$ cat config.mk
export PLATFORM = sky130hd
export DESIGN_NAME = core_sequencer_flat
export DESIGN_NICKNAME = d
export VERILOG_FILES = /design/src/rtl/core_sequencer_if.sv /design/src/rtl/core_sequencer.sv /design/src/flat_wrapper.sv
export SDC_FILE = /design/constraint.sdc
export NUM_CORES = 1
export LEC_CHECK = 0
export ABC_AREA = 1
export BUFFER_PORTS_ARGS = -buffer_cell sky130_fd_sc_hd__buf_2
export CAP_MARGIN = 40
export CELL_PAD_IN_SITES_DETAIL_PLACEMENT = 0
export CELL_PAD_IN_SITES_GLOBAL_PLACEMENT = 2
export CORE_ASPECT_RATIO = 1.1
export CORE_UTILIZATION = 30
export DETAILED_ROUTE_END_ITERATION = 8
export PLACE_DENSITY = 0.91
export SLEW_MARGIN = 15
export SYNTH_ARGS = -nofsm -noshare
export SYNTH_HDL_FRONTEND = slang
export SYNTH_SLANG_ARGS = --single-unit
$ cat constraint.sdc
create_clock -name clk -period 1.98 [get_ports clk]
set_input_delay 0.198 -clock clk [delete_from_list [all_inputs] [get_ports clk]]
set_output_delay 0.198 -clock clk [all_outputs]
set_load 0.1 [all_outputs]
$ cat src/rtl/core_sequencer_if.sv
// core_sequencer_if: shared memory port handshake (sequencer drives req/addr_sel/we, memory drives ready)
interface core_sequencer_if;
  logic mem_req;
  logic mem_addr_sel;
  logic mem_we;
  logic mem_ready;
  modport master(output mem_req, mem_addr_sel, mem_we, input mem_ready);
  modport slave(input mem_req, mem_addr_sel, mem_we, output mem_ready);
endinterface

$ cat src/rtl/core_sequencer.sv
// core_sequencer: RV32I multi-cycle control FSM; ports clk/reset, opcode/branch_taken in, mem port via interface, ir/rf/pc strobes, pc_sel, state, halt flags, retired count out
module core_sequencer #(
  parameter int MEM_TIMEOUT = 16,
  parameter int RETIRE_W = 32
) (
  input  logic                clk,
  input  logic                reset,
  input  logic [6:0]          opcode,
  input  logic                branch_taken,
  core_sequencer_if.master    mem,
  output logic                ir_load,
  output logic                rf_write,
  output logic                pc_write,
  output logic [1:0]          pc_sel,
  output logic [2:0]          state,
  output logic                halted,
  output logic                illegal,
  output logic                bus_error,
  output logic [RETIRE_W-1:0] retired
);
  localparam int CW = $clog2(MEM_TIMEOUT + 1);
  localparam logic [6:0] OP_LUI = 7'b0110111, OP_AUIPC = 7'b0010111, OP_JAL = 7'b1101111,
    OP_JALR = 7'b1100111, OP_BRANCH = 7'b1100011, OP_LOAD = 7'b0000011, OP_STORE = 7'b0100011,
    OP_ALU_IMM = 7'b0010011, OP_ALU_REG = 7'b0110011, OP_SYSTEM = 7'b1110011;
  typedef enum logic [2:0] {FETCH, DECODE, EXECUTE, MEM, WRITEBACK, HALT} state_t;
  state_t state_q, next_state;
  logic [CW-1:0] ctr;
  logic taken_q, set_ill, set_bus, retire, tmo, legal, is_ld, is_st, is_br;
  assign is_ld = opcode == OP_LOAD;
  assign is_st = opcode == OP_STORE;
  assign is_br = opcode == OP_BRANCH;
  assign legal = opcode inside {OP_LUI, OP_AUIPC, OP_JAL, OP_JALR, OP_BRANCH, OP_LOAD, OP_STORE,
    OP_ALU_IMM, OP_ALU_REG, OP_SYSTEM};
  assign tmo = ctr == CW'(MEM_TIMEOUT - 1);
  assign state = state_q;
  assign halted = state_q == HALT;
  always_comb begin
    next_state = state_q;
    mem.mem_req = 1'b0;
    mem.mem_addr_sel = 1'b0;
    mem.mem_we = 1'b0;
    ir_load = 1'b0;
    rf_write = 1'b0;
    pc_write = 1'b0;
    pc_sel = 2'b00;
    set_ill = 1'b0;
    set_bus = 1'b0;
    retire = 1'b0;
    case (reset ? HALT : state_q)
      FETCH: begin
        mem.mem_req = 1'b1;
        ir_load = mem.mem_ready;
        set_bus = !mem.mem_ready && tmo;
        next_state = mem.mem_ready ? DECODE : tmo ? HALT : FETCH;
      end
      DECODE: begin
        set_ill = !legal;
        next_state = legal ? EXECUTE : HALT;
      end
      EXECUTE: next_state = (is_ld || is_st) ? MEM : opcode == OP_SYSTEM ? HALT : WRITEBACK;
      MEM: begin
        mem.mem_req = 1'b1;
        mem.mem_addr_sel = 1'b1;
        mem.mem_we = is_st;
        pc_write = mem.mem_ready && is_st;
        retire = mem.mem_ready && is_st;
        set_bus = !mem.mem_ready && tmo;
        next_state = mem.mem_ready ? (is_st ? FETCH : WRITEBACK) : tmo ? HALT : MEM;
      end
      WRITEBACK: begin
        pc_write = 1'b1;
        retire = 1'b1;
        rf_write = !is_br;
        pc_sel = opcode == OP_JAL ? 2'b01 : opcode == OP_JALR ? 2'b10 : (is_br && taken_q) ? 2'b01 : 2'b00;
        next_state = FETCH;
      end
      HALT: ;
      default: begin
        set_ill = 1'b1;
        next_state = HALT;
      end
    endcase
  end
  always_ff @(posedge clk or posedge reset) begin
    if (reset) begin
      state_q <= FETCH;
      ctr <= '0;
      taken_q <= 1'b0;
      illegal <= 1'b0;
      bus_error <= 1'b0;
      retired <= '0;
    end else begin
      state_q <= next_state;
      ctr <= (mem.mem_req && !mem.mem_ready && next_state == state_q) ? ctr + 1'b1 : '0;
      if (state_q == EXECUTE) taken_q <= branch_taken;
      illegal <= illegal | set_ill;
      bus_error <= bus_error | set_bus;
      if (retire) retired <= retired + 1'b1;
    end
  end
endmodule

$ cat src/flat_wrapper.sv
// flat-port wrapper written by rule: the top's interface ports become plain ports
module core_sequencer_flat 
#(
  parameter int MEM_TIMEOUT = 16,
  parameter int RETIRE_W = 32
)
  (clk, reset, opcode, branch_taken, ir_load, rf_write, pc_write, pc_sel, state, halted, illegal, bus_error, retired, mem_mem_req, mem_mem_addr_sel, mem_mem_we, mem_mem_ready);
  core_sequencer_if mem_i ();
  input  logic clk;
  input  logic reset;
  input  logic [6:0] opcode;
  input  logic branch_taken;
  output logic ir_load;
  output logic rf_write;
  output logic pc_write;
  output logic [1:0] pc_sel;
  output logic [2:0] state;
  output logic halted;
  output logic illegal;
  output logic bus_error;
  output logic [RETIRE_W-1:0] retired;
  output wire logic [$bits(mem_i.mem_req)-1:0] mem_mem_req;
  output wire logic [$bits(mem_i.mem_addr_sel)-1:0] mem_mem_addr_sel;
  output wire logic [$bits(mem_i.mem_we)-1:0] mem_mem_we;
  input wire logic [$bits(mem_i.mem_ready)-1:0] mem_mem_ready;
  assign mem_mem_req = mem_i.mem_req;
  assign mem_mem_addr_sel = mem_i.mem_addr_sel;
  assign mem_mem_we = mem_i.mem_we;
  assign mem_i.mem_ready = mem_mem_ready;
  core_sequencer #(.MEM_TIMEOUT(MEM_TIMEOUT), .RETIRE_W(RETIRE_W)) u_core (.clk(clk), .reset(reset), .opcode(opcode), .branch_taken(branch_taken), .mem(mem_i), .ir_load(ir_load), .rf_write(rf_write), .pc_write(pc_write), .pc_sel(pc_sel), .state(state), .halted(halted), .illegal(illegal), .bus_error(bus_error), .retired(retired));
endmodule
==> impl_results.md, run 1 <==
* Status: finished clean
* Pins Over Slew Limit at 0
* Worst path max stage delay at 0.52 ns
* Post-synthesis simple-gate area fraction at 42.4%
* Fin Hold WS at 0.111 ns
* Port bufs at 56
* Period Utilization, post-route at 96.1%
* Final setup viols at 0
* Min Tclk post-route at 1.90 ns
* Hold Path Class: in -> async
* Slew @ Worst Pin at 0.603 ns
* Slowest library cell on the worst path: dfrtp_4
* Htree depth at 2
* Top cells by area, synth: dfrtp_1 38%, nand2_1 21%, nor2_1 7.6%
* Pin count of the biggest net entering global routing at 47
* Share of Yosys cell area claimed by the top area cell type at 38.1%
* Worst Skew at 0.0151 ns
* Final setup margin at 0.0767 ns
* Family with the most delay on the worst path: flip-flops
* Initial Utilization at 31.4%
* Cells after Synth at 412
* Die area at 9820 sq um
* Grt total ovfl at 0
* Critical Path Fanout Max at 5
* Async set-or-reset flop fraction in the synthesized netlist at 100%
* Fin cells at 595
* # nets final at 494
* Total track usage at 17.7%
* Largest area contributor in the netlist: dfrtp_1
* Drt pass-1 iters at 4
* Crit path DAT at 1.71 ns
* Adder-cell share of the synthesized area at 1.33%
* Clock Tree Root: clkbuf_8
* Initial antenna violation count at 0
* Leakage Power at 1.70 nW
* Share of layout cells above drive strength 1 at 24.7%
* Post-synthesis compound-gate area fraction at 4.65%
* Final ANT Viol Nets at 0
* Multi-input gate area at 1640 sq um
* First-pass GRT wire length at 13500 um
* CTS tree: done
* CP Data Required Time at 1.78 ns
* DRC at 0
* Worst path bufs/invs at 2
* # Max-Cap Violations at 0
* Crit path kind: reg -> out
* Setup crit end kind: primary output
* Detailed-route via count at 2796
* Die Span X at 94.6 um
* CTS Buffer Depth at 2
* Max-slew headroom at 59.8%
* Final core utilization at 40.0%
* Number of cell rows at 36
* DR vias/cell at 4.70
* Die H at 104 um
* Net count after synthesis at 426
* Post-Route WL at 8210 um
* Fin area at 3610 sq um
* Core Box Area at 9010 sq um
* Routed len/inst at 13.8 um
* Largest family of logic cells by synthesized area: simple AND/OR/NAND/NOR gates
* Netlist cell types at 33
* Max Freq at 525 MHz
* DP HPWL at 6180 um
* Routability cong. at 0.897
* TritonCTS Buffers at 5
* DR iter-0 viols at 109
* Placed cell area at 3400 sq um
* Register cell area after layout at 1100 sq um
* Pre-CTS setup slack at 0.161 ns
* Commonest non-fill, non-tap cells in the layout: 159 x nand2_1, 50 x nor2_1, 49 x buf_2
* Cell Chain, Critical Path: inv_2 -> nand2_1 -> nor2_4 -> nand2_4 -> a221oi_4 -> buf_12
* Ant. Diodes at 0
* Mux contribution to synthesized area at 0.398%
* CP startpoint kind: flop
* Ys Warns at 0
* Leading cell type in the layout, fill and taps excluded: nand2_1
* Synthesized area at 2830 sq um
* Power density over the cells at 1090 nW/um^2
* Top_reg_cell synth: dfrtp_1
* Clock-pin slew on the worst setup and hold paths at 0.08 ns
* Cells after DPL at 580
* Area grow syn2layout at 27.6%
* Syn Area/Cell at 6.86 sq um
* Fill cells at 966
* Number of flops mapped to enable cells by yosys at 0
* Synth Register Bits at 43
* XOR/XNOR Fraction of Synth Area at 5.27%
* Clk_lat worst skew at 0.30 ns
* Number of global-route vias before repair at 2699
* Final Hold Violating Endpoints at 0
* Unrepaired setup endpoints after global routing: yes
* VDD IR max at 400 uV
* Clk sinks at 43
* IO Pins at 57
* Sequential share of the synthesized area at 38.1%
through the flow:
| stage | TNS, ns | total power, mW |
|---|---|---|
| after floorplan | -0.299 | 2.80 |
| after global placement | 0 | 3.17 |
| after detailed placement | 0 | 3.19 |
| after CTS | 0 | 3.93 |
| after global routing | -0.00448 | 4.10 |
| final | 0 | 3.91 |
flip-flops by register name, indices dropped and copies added (netlist names):
signal and cells:
u_core.state 3, u_core.bus_error 1, u_core.retired 32, u_core.illegal 1, u_core.ctr 5, u_core.taken_q 1
power by group:
group | total, mW | internal, mW | switching (mW)
clock | 0.692 | 0.378 | 0.314
combinational | 2.01 | 0.402 | 1.61
sequential | 1.21 | 1.03 | 0.178
cell families (layout without fill, tap and decap cells):
group,Yosys count,after routing
fa+ha+maj,3,3
buf+inv,50,118
flops,43,43
mux,1,1
compound gates,19,19
simple gates,279,280
xor+xnor,17,17
final cells by class:
class,instances,share of cell area [%]
multi-input combinational,320,45.5
sequential,43,30.4
timing repair buffer,65,12.2
inverter,45,4.96
tap,114,3.95
clock buffer,7,2.12
clock inverter,1,0.832
synth_stat cells (all sizes together) (2+ instances only):
cell / number
nand3: 20
xnor2: 6
nor2: 62
a31oi: 2
a21oi: 2
o21ai: 11
nor3: 16
buf: 5
nand3b: 9
xor2: 11
dfrtp: 43
ha: 3
nand2: 163
nand4: 8
inv: 45
tightest hold or removal path: stages:
cell and delay, ns:
buf_2 0.13, inv_4 0.06, buf_4 0.48
metal layers:
| metal | vias up | track usage [%] | share of wire (%) |
|---|---|---|---|
| li1 | 1435 | - | - |
| met3 | 5 | 2.64 | 3.5 |
| met5 | - | 0 | 0 |
| met4 | 0 | 3.25 | 0.77 |
| met2 | 47 | 28.8 | 48 |
| met1 | 1309 | 24.8 | 48 |
path summary, 6_finish.rpt:
check	startpoint	to	slack (ns)	depth (start not counted)
worst min-delay path	reset	u_core.illegal	0.11	3
min in group clk	branch_taken	u_core.taken_q	0.15	2
worst min register to register	u_core.bus_error	u_core.bus_error	0.46	1
max in group asynchronous	reset	u_core.state[0]	1.42	3
worst max register to register	u_core.state[2]	u_core.retired[16]	0.18	9
worst max-delay path	u_core.state[0]	pc_sel[0]	0.08	6
timing repair:
action                                  CTS  global route
pin swaps                                 1             2
endpoints found under the setup margin    3             6
cloned                                    1             0
hold buffers                              0             0
buffers inserted                          2             4
gates resized for setup                   5             6
No activity file was read; power rests on OpenSTA's default activity.
==> run 2, diff against run 1 <==
- SETUP_SLACK_MARGIN: default -> 0.15
==> impl_results.md, run 2 (synthesis gave the netlist of run 1 again) <==
* Status: finished clean
* Final setup viols at 0
* Worst Skew at 0.00660 ns
* Leakage Power at 1.70 nW
* Grt total ovfl at 0
* Hold Buf Count CTS at 0
* Final setup margin at 0.152 ns
* # Max-Cap Violations at 0
* Pin count of the biggest net entering global routing at 47
* Clock Tree Root: clkbuf_8
* Crit path DAT at 1.63 ns
* DR vias/cell at 4.71
* TritonCTS Buffers at 5
* IO Pins at 57
* Placed cell area at 3510 sq um
* Die H at 104 um
* Number of global-route vias before repair at 2833
* Clock-pin slew on the worst setup and hold paths at 0.09 ns
* Hold Path Class: in -> reg
* Setup crit end kind: primary output
* Initial antenna violation count at 0
* Min Tclk post-route at 1.83 ns
* Post-Route WL at 8400 um
* First-pass GRT wire length at 13800 um
* Number of cell rows at 36
* Final core utilization at 41.5%
* DRC at 0
* Fin area at 3730 sq um
* Biggest register: u_core.retired
* CP startpoint kind: flop
* Period Utilization, post-route at 92.3%
* Max Freq at 547 MHz
* Commonest non-fill, non-tap cells in the layout: 149 x nand2_1, 51 x nor2_1, 48 x buf_2
* Htree depth at 2
* Area grow syn2layout at 32.1%
* CP Data Required Time at 1.78 ns
* Pre-CTS setup slack at 0.175 ns
* DP HPWL at 6250 um
* Clk sinks at 43
* Initial Utilization at 31.4%
* Slew @ Worst Pin at 0.606 ns
* Max-slew headroom at 59.6%
* Fin Setup TNS at 0 ns
* Port bufs at 56
* Max reg flops at 32
* Routability cong. at 0.819
* DR iter-0 viols at 117
* CTS tree: done
* VDD IR max at 617 uV
* Power density over the cells at 1060 nW/um^2
* Drt pass-1 iters at 4
* Routed len/inst at 14.0 um
* Share of layout cells above drive strength 1 at 32.4%
* Unrepaired setup endpoints after global routing: yes
* Die area at 9820 sq um
* Final ANT Viol Nets at 0
* CTS Buffer Depth at 2
* Fill cells at 977
* Die Span X at 94.6 um
* Clk_lat worst skew at 0.29 ns
* Pins Over Slew Limit at 0
* Crit path kind: reg -> out
* Detailed-route via count at 2828
* Leading cell type in the layout, fill and taps excluded: nand2_1
* Ant. Diodes at 0
* Total track usage at 17.8%
* # nets final at 500
* Critical Path Fanout Max at 4
* Core Box Area at 9010 sq um
* Final Hold Violating Endpoints at 0
* Fin Hold WS at 0.127 ns
==> run 2: changes by cell type in the layout (fill, tap and decap cells not counted), moves of 2 or more <==
cell	previous run	this run
buf_4	10	15
buf_6	0	2
dfrtp_1	31	10
dfrtp_2	10	31
nand2_1	159	149
nand2_2	2	11
nor2_2	8	6
==> run 2: final timing paths <==
kind	start	to	slack, ns	cells after the start
min in group asynchronous	reset	u_core.state[2]	0.14	3
setup reg to reg	u_core.state[2]	u_core.retired[26]	0.25	9
setup / recovery	u_core.state[0]	pc_sel[0]	0.15	6
max in group asynchronous	reset	u_core.state[0]	1.39	3
hold reg to reg	u_core.bus_error	u_core.bus_error	0.46	1
hold / removal	branch_taken	u_core.taken_q	0.13	2
==> run 2: routing by layer <==
layer | global-route usage, % | part of all wire (%)
met5 | 0 | 0
met4 | 4.00 | 1.4
met3 | 3.30 | 3.7
met2 | 29.9 | 49
met1 | 23.3 | 46
==> run 2: metrics by stage <==
step	total power, mW	instances
6_report	3.94	601
3_3_place_gp	3.26	582
2_1_floorplan	2.87	412
3_5_place_dp	3.28	582
4_1_cts	3.92	595
5_1_grt	4.14	601
==> run 2: worst max-delay path: stages (launching register included) <==
cell	delay (ns)
dfrtp_4	0.50
inv_4	0.08
nand2_4	0.05
nor2_4	0.17
nand2_8	0.09
a221oi_4	0.23
buf_12	0.21
==> run 2: report_power, final <==
group,switching (mW),internal [mW],leakage [nW]
clock network,0.310,0.248,0.0422
registers,0.174,1.04,0.518
logic,1.68,0.489,1.14
total,2.16,1.78,1.70
==> run 2: what timing repair did <==
action,CTS,global route
cloned,1,0
pin swaps,4,10
endpoints found under the setup margin,6,19
buffers inserted,4,6
gates resized for setup,5,9
==> run 2: final cells by class <==
type	instances	area [sq um]	share of cell area (%)
multi-input combinational	320	1700	45.6
sequential	43	1120	30.1
timing repair buffer	71	495	13.3
inverter	45	189	5.06
tap	114	143	3.82
clock buffer	7	76.3	2.04
clock inverter	1	5.00	0.134
